[src/rtl/legv8_pkg.sv]
// Shared LEGv8 store-path definitions: size encodings, narrowed-result record
// and the occupancy states of the narrower's output buffer.
package legv8_pkg;

  localparam logic [1:0] SZ_BYTE   = 2'b00;
  localparam logic [1:0] SZ_HALF   = 2'b01;
  localparam logic [1:0] SZ_WORD   = 2'b10;
  localparam logic [1:0] SZ_DOUBLE = 2'b11;

  typedef struct packed {
    logic [63:0] data;
    logic        ovf;
  } narrow_res_t;

  typedef enum logic [1:0] {
    ST_EMPTY = 2'b00,
    ST_ONE   = 2'b01,
    ST_FULL  = 2'b10
  } buf_state_t;

endpackage

[src/rtl/narrow_calc.sv]
// Combinational range check and narrowing of a 64-bit value to byte/half/word/double.
// Macro SIGN_NARROWER_SAT_EN selects saturation of overflowed results; otherwise truncation.
module narrow_calc
  import legv8_pkg::*;
(
  input  logic [63:0] data,
  input  logic [1:0]  size,
  input  logic        sgn,
  output narrow_res_t res
);

  logic [3:0]  ovf_vec;
  logic [63:0] trunc_vec [4];
`ifdef SIGN_NARROWER_SAT_EN
  logic [63:0] sat_vec [4];
`endif

  genvar gi;
  generate
    for (gi = 0; gi < 4; gi++) begin : g_size
      localparam int N = 8 << gi;
      if (N == 64) begin : g_dbl
        assign ovf_vec[gi]   = 1'b0;
        assign trunc_vec[gi] = data;
`ifdef SIGN_NARROWER_SAT_EN
        assign sat_vec[gi]   = data;
`endif
      end else begin : g_nar
        // Signed fit: every bit from the field's sign bit upward must agree.
        logic [64-N:0] hi_s;
        logic          ovf_s;
        logic          ovf_u;
        assign hi_s  = data[63:N-1];
        assign ovf_s = !((&hi_s) || !(|hi_s));
        assign ovf_u = |data[63:N];
        assign ovf_vec[gi]   = sgn ? ovf_s : ovf_u;
        assign trunc_vec[gi] = {{(64-N){1'b0}}, data[N-1:0]};
`ifdef SIGN_NARROWER_SAT_EN
        localparam logic [63:0] UMAX = (64'd1 << N) - 64'd1;
        localparam logic [63:0] SMAX = (64'd1 << (N-1)) - 64'd1;
        localparam logic [63:0] SMIN = 64'd1 << (N-1);
        assign sat_vec[gi] = !sgn ? UMAX : (data[63] ? SMIN : SMAX);
`endif
      end
    end
  endgenerate

  always_comb begin
    logic [1:0] idx;
    idx = 2'd3;
    unique case (size)
      SZ_BYTE:   idx = 2'd0;
      SZ_HALF:   idx = 2'd1;
      SZ_WORD:   idx = 2'd2;
      SZ_DOUBLE: idx = 2'd3;
      default:   idx = 2'd3;
    endcase
    res.ovf = ovf_vec[idx];
`ifdef SIGN_NARROWER_SAT_EN
    res.data = ovf_vec[idx] ? sat_vec[idx] : trunc_vec[idx];
`else
    res.data = trunc_vec[idx];
`endif
  end

endmodule

[src/rtl/sixty_four_bit_sign_narrower.sv]
// Store-path narrower: narrow_calc on the input, output register plus skid entry,
// and a saturating overflow counter. Build option: SIGN_NARROWER_SAT_EN (saturate).
module sixty_four_bit_sign_narrower
  import legv8_pkg::*;
#(
  parameter int CNT_W = 16
) (
  input  logic             clk,
  input  logic             rst_n,
  input  logic             in_valid,
  output logic             in_ready,
  input  logic [63:0]      in_data,
  input  logic [1:0]       in_size,
  input  logic             in_signed,
  output logic             out_valid,
  input  logic             out_ready,
  output logic [63:0]      out_data,
  output logic             out_ovf,
  output logic [CNT_W-1:0] ovf_cnt,
  input  logic             cnt_clr
);

  buf_state_t  state_reg, state_next;
  narrow_res_t out_reg, out_next;
  narrow_res_t skid_reg, skid_next;
  narrow_res_t calc_res;
  logic        ready_reg;
  logic [CNT_W-1:0] cnt_reg;

  logic accept;
  logic drain;

  narrow_calc u_calc (
    .data (in_data),
    .size (in_size),
    .sgn  (in_signed),
    .res  (calc_res)
  );

  assign accept = in_valid && ready_reg;
  assign drain  = (state_reg != ST_EMPTY) && out_ready;

  always_comb begin
    state_next = state_reg;
    out_next   = out_reg;
    skid_next  = skid_reg;
    unique case (state_reg)
      ST_EMPTY: begin
        if (accept) begin
          out_next   = calc_res;
          state_next = ST_ONE;
        end
      end
      ST_ONE: begin
        if (accept && drain) begin
          out_next = calc_res;
        end else if (accept) begin
          skid_next  = calc_res;
          state_next = ST_FULL;
        end else if (drain) begin
          state_next = ST_EMPTY;
        end
      end
      ST_FULL: begin
        // Input is stalled here, so only a drain can change occupancy.
        if (drain) begin
          out_next   = skid_reg;
          state_next = ST_ONE;
        end
      end
      default: state_next = ST_EMPTY;
    endcase
  end

  always_ff @(posedge clk or negedge rst_n) begin
    if (!rst_n) begin
      state_reg <= ST_EMPTY;
      out_reg   <= '0;
      skid_reg  <= '0;
      ready_reg <= 1'b0;
    end else begin
      state_reg <= state_next;
      out_reg   <= out_next;
      skid_reg  <= skid_next;
      ready_reg <= (state_next != ST_FULL);
    end
  end

  always_ff @(posedge clk or negedge rst_n) begin
    if (!rst_n) begin
      cnt_reg <= '0;
    end else if (cnt_clr) begin
      cnt_reg <= '0;
    end else if (drain && out_reg.ovf && (cnt_reg != {CNT_W{1'b1}})) begin
      cnt_reg <= cnt_reg + 1'b1;
    end
  end

  assign in_ready  = ready_reg;
  assign out_valid = (state_reg != ST_EMPTY);
  assign out_data  = out_reg.data;
  assign out_ovf   = out_reg.ovf;
  assign ovf_cnt   = cnt_reg;

endmodule
[config.mk]
export PLATFORM = sky130hd
export DESIGN_NAME = sixty_four_bit_sign_narrower
export DESIGN_NICKNAME = d
export VERILOG_FILES = /design/src/rtl/legv8_pkg.sv /design/src/rtl/narrow_calc.sv /design/src/rtl/sixty_four_bit_sign_narrower.sv
export SDC_FILE = /design/constraint.sdc
export NUM_CORES = 1
export LEC_CHECK = 0
export CAP_MARGIN = 10
export CORE_UTILIZATION = 44
export DETAILED_ROUTE_END_ITERATION = 8
export PLACE_DENSITY = 0.71
export SYNTH_ARGS = -nofsm -noshare
export SYNTH_HDL_FRONTEND = slang
export SYNTH_SLANG_ARGS = --single-unit
[constraint.sdc]
create_clock -name clk -period 2.3 [get_ports clk]
set_clock_uncertainty 0.1 [all_clocks]
set_input_delay 0.46 -clock clk [delete_from_list [all_inputs] [get_ports clk]]
set_output_delay 0.46 -clock clk [all_outputs]
set_load 0.02 [all_outputs]
Word-level counts from Yosys, hierarchy flattened

Cells that the tools add are included.

Add/sub/neg operators: 1
Magnitude comparators: 2
Equality and inequality tests: 10
Mux-type cells: 21
Bitwise gates (word level): 2
Reductions and logical operators: 30

Operators with widths:

| cell                    | number |
|---|---|
| $mux W65                | 3 |
| $pmux W65 S3            | 1 |
| $bmux W64 S2            | 1 |
| $mux W64                | 2 |
| $reduce_and A57 Y1      | 1 |
| $reduce_or A57 Y1       | 1 |
| $reduce_or A56 Y1       | 1 |
| $reduce_and A49 Y1      | 1 |
| $reduce_or A49 Y1       | 1 |
| $reduce_or A48 Y1       | 1 |
| $reduce_and A33 Y1      | 1 |
| $reduce_or A33 Y1       | 1 |
| $mux W16                | 2 |
| $reduce_or A32 Y1       | 1 |
| $add A16 B1 Y16 const B | 1 |
| $ne A16 B16 Y1 const B  | 1 |
| $mux W2                 | 5 |
| $ne A2 B2 Y1 const B    | 4 |
| $pmux W2 S4             | 1 |
| $eq A2 B2 Y1 const B    | 3 |
| $logic_not A1 Y1        | 6 |
| $pmux W2 S3             | 1 |
| $logic_and A1 B1 Y1     | 5 |
| $eq A2 B1 Y1 const B    | 2 |
| other kinds (12)        | 19 |

Register bits: 149
Input port bits: 72
Output and inout port bits: 83

Logic depth before layout (Yosys ltp)

Depth after elaboration: 9
Gate-level depth with buffers: 8

Cells and area by module

Synthesis repeated with hierarchy kept, for this count alone.

Cell total of the unflattened synthesis: 667
Area, all modules: 7231.9 um2

Modules (own cells, without submodules):

| module                       | instances | cells each | area each (um2) |
|---|---|---|---|
| sixty_four_bit_sign_narrower | 1         | 539        | 6416.2 |
| narrow_calc                  | 1         | 128        | 815.8 |

Least setup slack after synthesis

OpenSTA, ideal clock, no wires.

Path type: register to register
Start point: register cnt_reg[2], in the netlist ovf_cnt[2]
End point: register cnt_reg[5], in the netlist ovf_cnt[5]
Data arrival time: 1.730 ns
Required time: 2.068 ns
Slack: 0.338 ns
Stages on the path, launching flop included: 9
Path buffers: 2
Period minus slack after synthesis: 1.962 ns
Cells stage by stage: dfrtp_1 > and4_1 > buf_6 > and4_4 > and3_4 > buf_6 > nor4_4 > xnor2_1 > nor2_1

Word-level cells in the longest chain between the ends: 3

Ends and longest elaborated chain:

| item                                              | RTL line                                                               | source |
|---|---|---|
| start, declared                                   | sixty_four_bit_sign_narrower.sv:28                                     | `logic [CNT_W-1:0] cnt_reg;` |
| start signal, assigned                            | sixty_four_bit_sign_narrower.sv:95                                     | `cnt_reg <= cnt_reg + 1'b1;` |
| $add A16 B1 Y16 or $ne A16 B16 Y1 (tied branches) | sixty_four_bit_sign_narrower.sv:95, sixty_four_bit_sign_narrower.sv:94 |  |
| $mux W16 or $logic_and A1 B1 Y1 (tied branches)   | sixty_four_bit_sign_narrower.sv:94                                     | `end else if (drain && out_reg.ovf && (cnt_reg != {CNT_W{1'b1}})) begin` |
| $mux W16 or $reduce_bool A2 Y1 (tied branches)    | -                                                                      |  |

Parallel ways exist; a longest one is shown, timed or not. The select of a mux whose other input is x is not followed.
A chain may end at the register's enable or synchronous reset.

Worst setup path in the final report

Start point: input in_data[42]
End point: register skid_reg[0] (netlist bit)

Word-level cells in the longest chain between the ends: 7

Ends and longest elaborated chain:

| item                                            | RTL line                           | source |
|---|---|---|
| start, declared                                 | sixty_four_bit_sign_narrower.sv:12 | `input logic [63:0] in_data,` |
| $reduce_or A57 Y1, or another cell as far along | narrow_calc.sv:34                  | `assign ovf_s = !((&hi_s) \|\| !(\|hi_s));` |
| $logic_not A1 Y1                                | narrow_calc.sv:34                  |  |
| $logic_or A1 B1 Y1                              | narrow_calc.sv:34                  |  |
| $logic_not A1 Y1                                | narrow_calc.sv:34                  |  |
| $mux W1                                         | narrow_calc.sv:36                  | `assign ovf_vec[gi] = sgn ? ovf_s : ovf_u;` |
| $bmux W1 S2 *                                   | narrow_calc.sv:58                  | `res.ovf = ovf_vec[idx];` |
| $mux W1 (not written as such) *                 | narrow_calc.sv:58                  |  |
| end signal, assigned                            | sixty_four_bit_sign_narrower.sv:84 | `skid_reg <= skid_next;` |
| end, declared                                   | sixty_four_bit_sign_narrower.sv:25 | `narrow_res_t skid_reg, skid_next;` |

Mark *: on every way between the ends. The rest lies on a longest branch, timed or not. The select of a mux whose other input is x is not followed.

==> impl_metrics.json <==
{
  "status": "finished, final reports clean",
  "r2r_slack_ns": 0.33,
  "rr_startpoint": "ovf_cnt[2]$_DFFE_PN0P_",
  "cts_buffers": 17,
  "synth_top_area_cell": "dfrtp_1",
  "ys_warn_count": 0,
  "finalCritPeriodShare_pct": 92.71,
  "fp-row-count": 45,
  "cts_sinks": 149,
  "ys_seq_elements": 149,
  "finalPower_uw": 10130,
  "synth_compound_area_share_pct": 15.14,
  "synth_adder_area_share_pct": 0.1844,
  "met3_length_um": 1018,
  "routed.top_layer": "met4",
  "post_cts_buffers": 0,
  "first_pass_iters": 7,
  "ant_nets": 0,
  "netlist_area_um2": 6784,
  "clkLatencyLatePin_ns": 0.41,
  "ys_top_cells_by_area": "dfrtp_1, nand2_1, o21ai_0, a21oi_1, nor2_1",
  "dr_wl_met2_um": 7924,
  "synth.most_common_cell": "nand2_1",
  "rsz0062_at_grt": "false",
  "post-dp-hpwl_um": 12070,
  "ctsLongestPathBuffers": 2,
  "timing.final.ws_setup_ns": 0.1676,
  "coreArea_um2": 15150,
  "seq_area_frac_synth_pct": 54.96,
  "vias": 6005,
  "synth_mux_area_share_pct": 2.508,
  "port_buffers": 154,
  "setup_viol": 0,
  "start_util_pct": 44.79,
  "globalplace.congestion": 0.7858,
  "avgSynthCellArea_um2": 8.845,
  "routedLengthMet1_um": 7867,
  "drv_cap": 0,
  "drive_gt1_share_pct": 12.50,
  "die_w_um": 126.2,
  "ys_top_cells_by_count": "nand2_1, dfrtp_1, o21ai_0",
  "viasPerCell": 5.190,
  "hp-class": "reg -> reg",
  "io_pins": 155,
  "grt_use_total_pct": 22.85,
  "hold_viol": 0,
  "r2r_end": "ovf_cnt[0]$_DFFE_PN0P_",
  "ys_types": 39,
  "synth_top_family_by_area": "simple AND/OR/NAND/NOR gates",
  "cts.clk_slew.worst_paths_ns": 0.06,
  "min-delay-start": "out_data[33]$_DFFE_PN0P_",
  "start_kind": "primary input",
  "async_flop_share_pct": 100.0,
  "drc": 0,
  "drt-total-wl_um": 17050,
  "maxSlewHeadroom_pct": 59.84,
  "power.density_nw_per_um2": 1055,
  "cts_root_buf": "clkbuf_16",
  "crit_fanout": 3,
  "setup.worst_path.end_class": "flip-flop",
  "synth_edf_count": 0,
  "fin_setup_tns_ns": 0,
  "cts_tree": "yes",
  "largest_reg_flops": 65,
  "grt_pass1_vias": 5734,
  "dieArea_um2": 15920,
  "fmax_ghz": 0.4689,
  "htreeDepth": 4,
  "synth-simple-area-share_pct": 21.93,
  "synth_xor_area_share_pct": 1.937,
  "grt_pass1_wl_um": 28570,
  "cp.arrival_ns": 2.32,
  "r2r_cells": 6,
  "synth_top_area_share_pct": 54.96,
  "grt.overflow.total": 0,
  "leakagePower_uw": 0.004162,
  "antenna_found_initial": 1,
  "die_y_um": 126.2,
  "drtIter0Drc": 277,
  "min_period_ns": 2.132,
  "ir_drop_v": 0.0007933,
  "hold_depth": 2,
  "wl_per_cell_um": 14.73,
  "syn_nets": 840,
  "required_ns": 2.48,
  "final_nets": 1028,
  "grt_start_max_net_pins": 70,
  "synth_ff_type": "dfrtp_1",
  "pre_cts_ws_ns": -0.2673,
  "worst-setup-path-type": "in -> reg",
  "drv_slew": 0,
  "holdPathEnd": "out_data[33]$_DFFE_PN0P_",
  "tightest_slew_ns": 0.6006,
  "area_delta_synth_final_pct": 41.52,
  "syn_inst": 767
}
-- cell families after synthesis --
kind of cell,count (synthesis)
AOI/OAI and AO/OA,197
xor gates and xnor gates,15
adders and majority gates,1
buffers and inverters,54
DFF,149
muxes,16
and+or+nand+nor,335
-- report_power, final --
part	switching, uW	leakage (uW)	total [uW]	internal [uW]
clock network	1080	0.000310	2990	1910
logic	1710	0.00189	3130	1420
registers	504	0.00196	4000	3500
total	3300	0.00416	10100	6830
-- stage by stage --
step	hold slack (ns)	instance area, um^2	std cells	utilization (%)
floorplan	0.06441	6784	767	-
global placement	0.3408	8947	1123	59.07
detailed placement	0.3392	8947	1123	59.07
CTS	0.3837	9598	1156	63.37
global route	0.3954	9600	1157	63.39
finish	0.3775	9600	1157	63.39
-- worst max-delay path by stage --
stage | start | cells past startpoint | slack (ns) | end
floorplan | ovf_cnt[2]$_DFFE_PN0P_ | 8 | 0.34 | ovf_cnt[5]$_DFFE_PN0P_
global placement | in_data[42] | 8 | -0.21 | skid_reg[0]$_DFFE_PN0P_
detailed placement | in_data[42] | 8 | -0.27 | skid_reg[0]$_DFFE_PN0P_
CTS | in_data[37] | 7 | 0.14 | skid_reg[0]$_DFFE_PN0P_
global route | in_data[42] | 8 | 0.005 | out_ovf$_DFFE_PN0P_
finish | in_data[42] | 8 | 0.17 | skid_reg[0]$_DFFE_PN0P_
-- repair_timing --
item	4_1_cts	5_1_grt
pin swaps	0	0
endpoints found under the hold margin	44	0
resized for setup	1	1
endpoints found under the setup margin	1	2
hold buffers	1	0
-- area by class of cell --
class	instances	area, um^2
Fill cell	1301	5545
Sequential cell	149	3729
Multi-Input combinational cell	564	2850
Timing Repair Buffer	221	2135
Clock buffer	21	470.5
Tap cell	188	235.2
Clock inverter	11	171.4
Inverter	2	7.507
Antenna cell	1	2.502
-- layer usage --
metal | global-route usage, % | vias to the layer above
li1 | - | 3002
met5 | 0 | -
met3 | 5.905 | 21
met2 | 35.94 | 165
met4 | 7.583 | 0
met1 | 30.84 | 2817
-- cells in the final DEF, fill, tap and decap left out, drive strengths merged, types with 2 or more instances in the layout --
master           n
nor3b            2
clkinvlp         2
nand3            9
a21oi           63
inv              4
or2              3
and3             3
xor2             6
xnor2            9
a31oi            5
mux2i            8
nor2            75
nor4            18
clkinv           3
o21ai          123
clkdlybuf4s50  152
and4             5
dfrtp          149
bufinv           4
nand2b           3
nand2          188
clkbuf          21
nand4           19
nor3             6
buf             67
mux2             8
and2             2
-- worst max-delay path, cell delays in order --
cell	delay, ns
clkdlybuf4s50_1	0.42
nor4_1	0.32
buf_4	0.17
nand4_1	0.21
o311ai_1	0.33
o32ai_1	0.13
a21oi_1	0.17
o21ai_0	0.10
No activity file was read; power rests on OpenSTA's default activity.
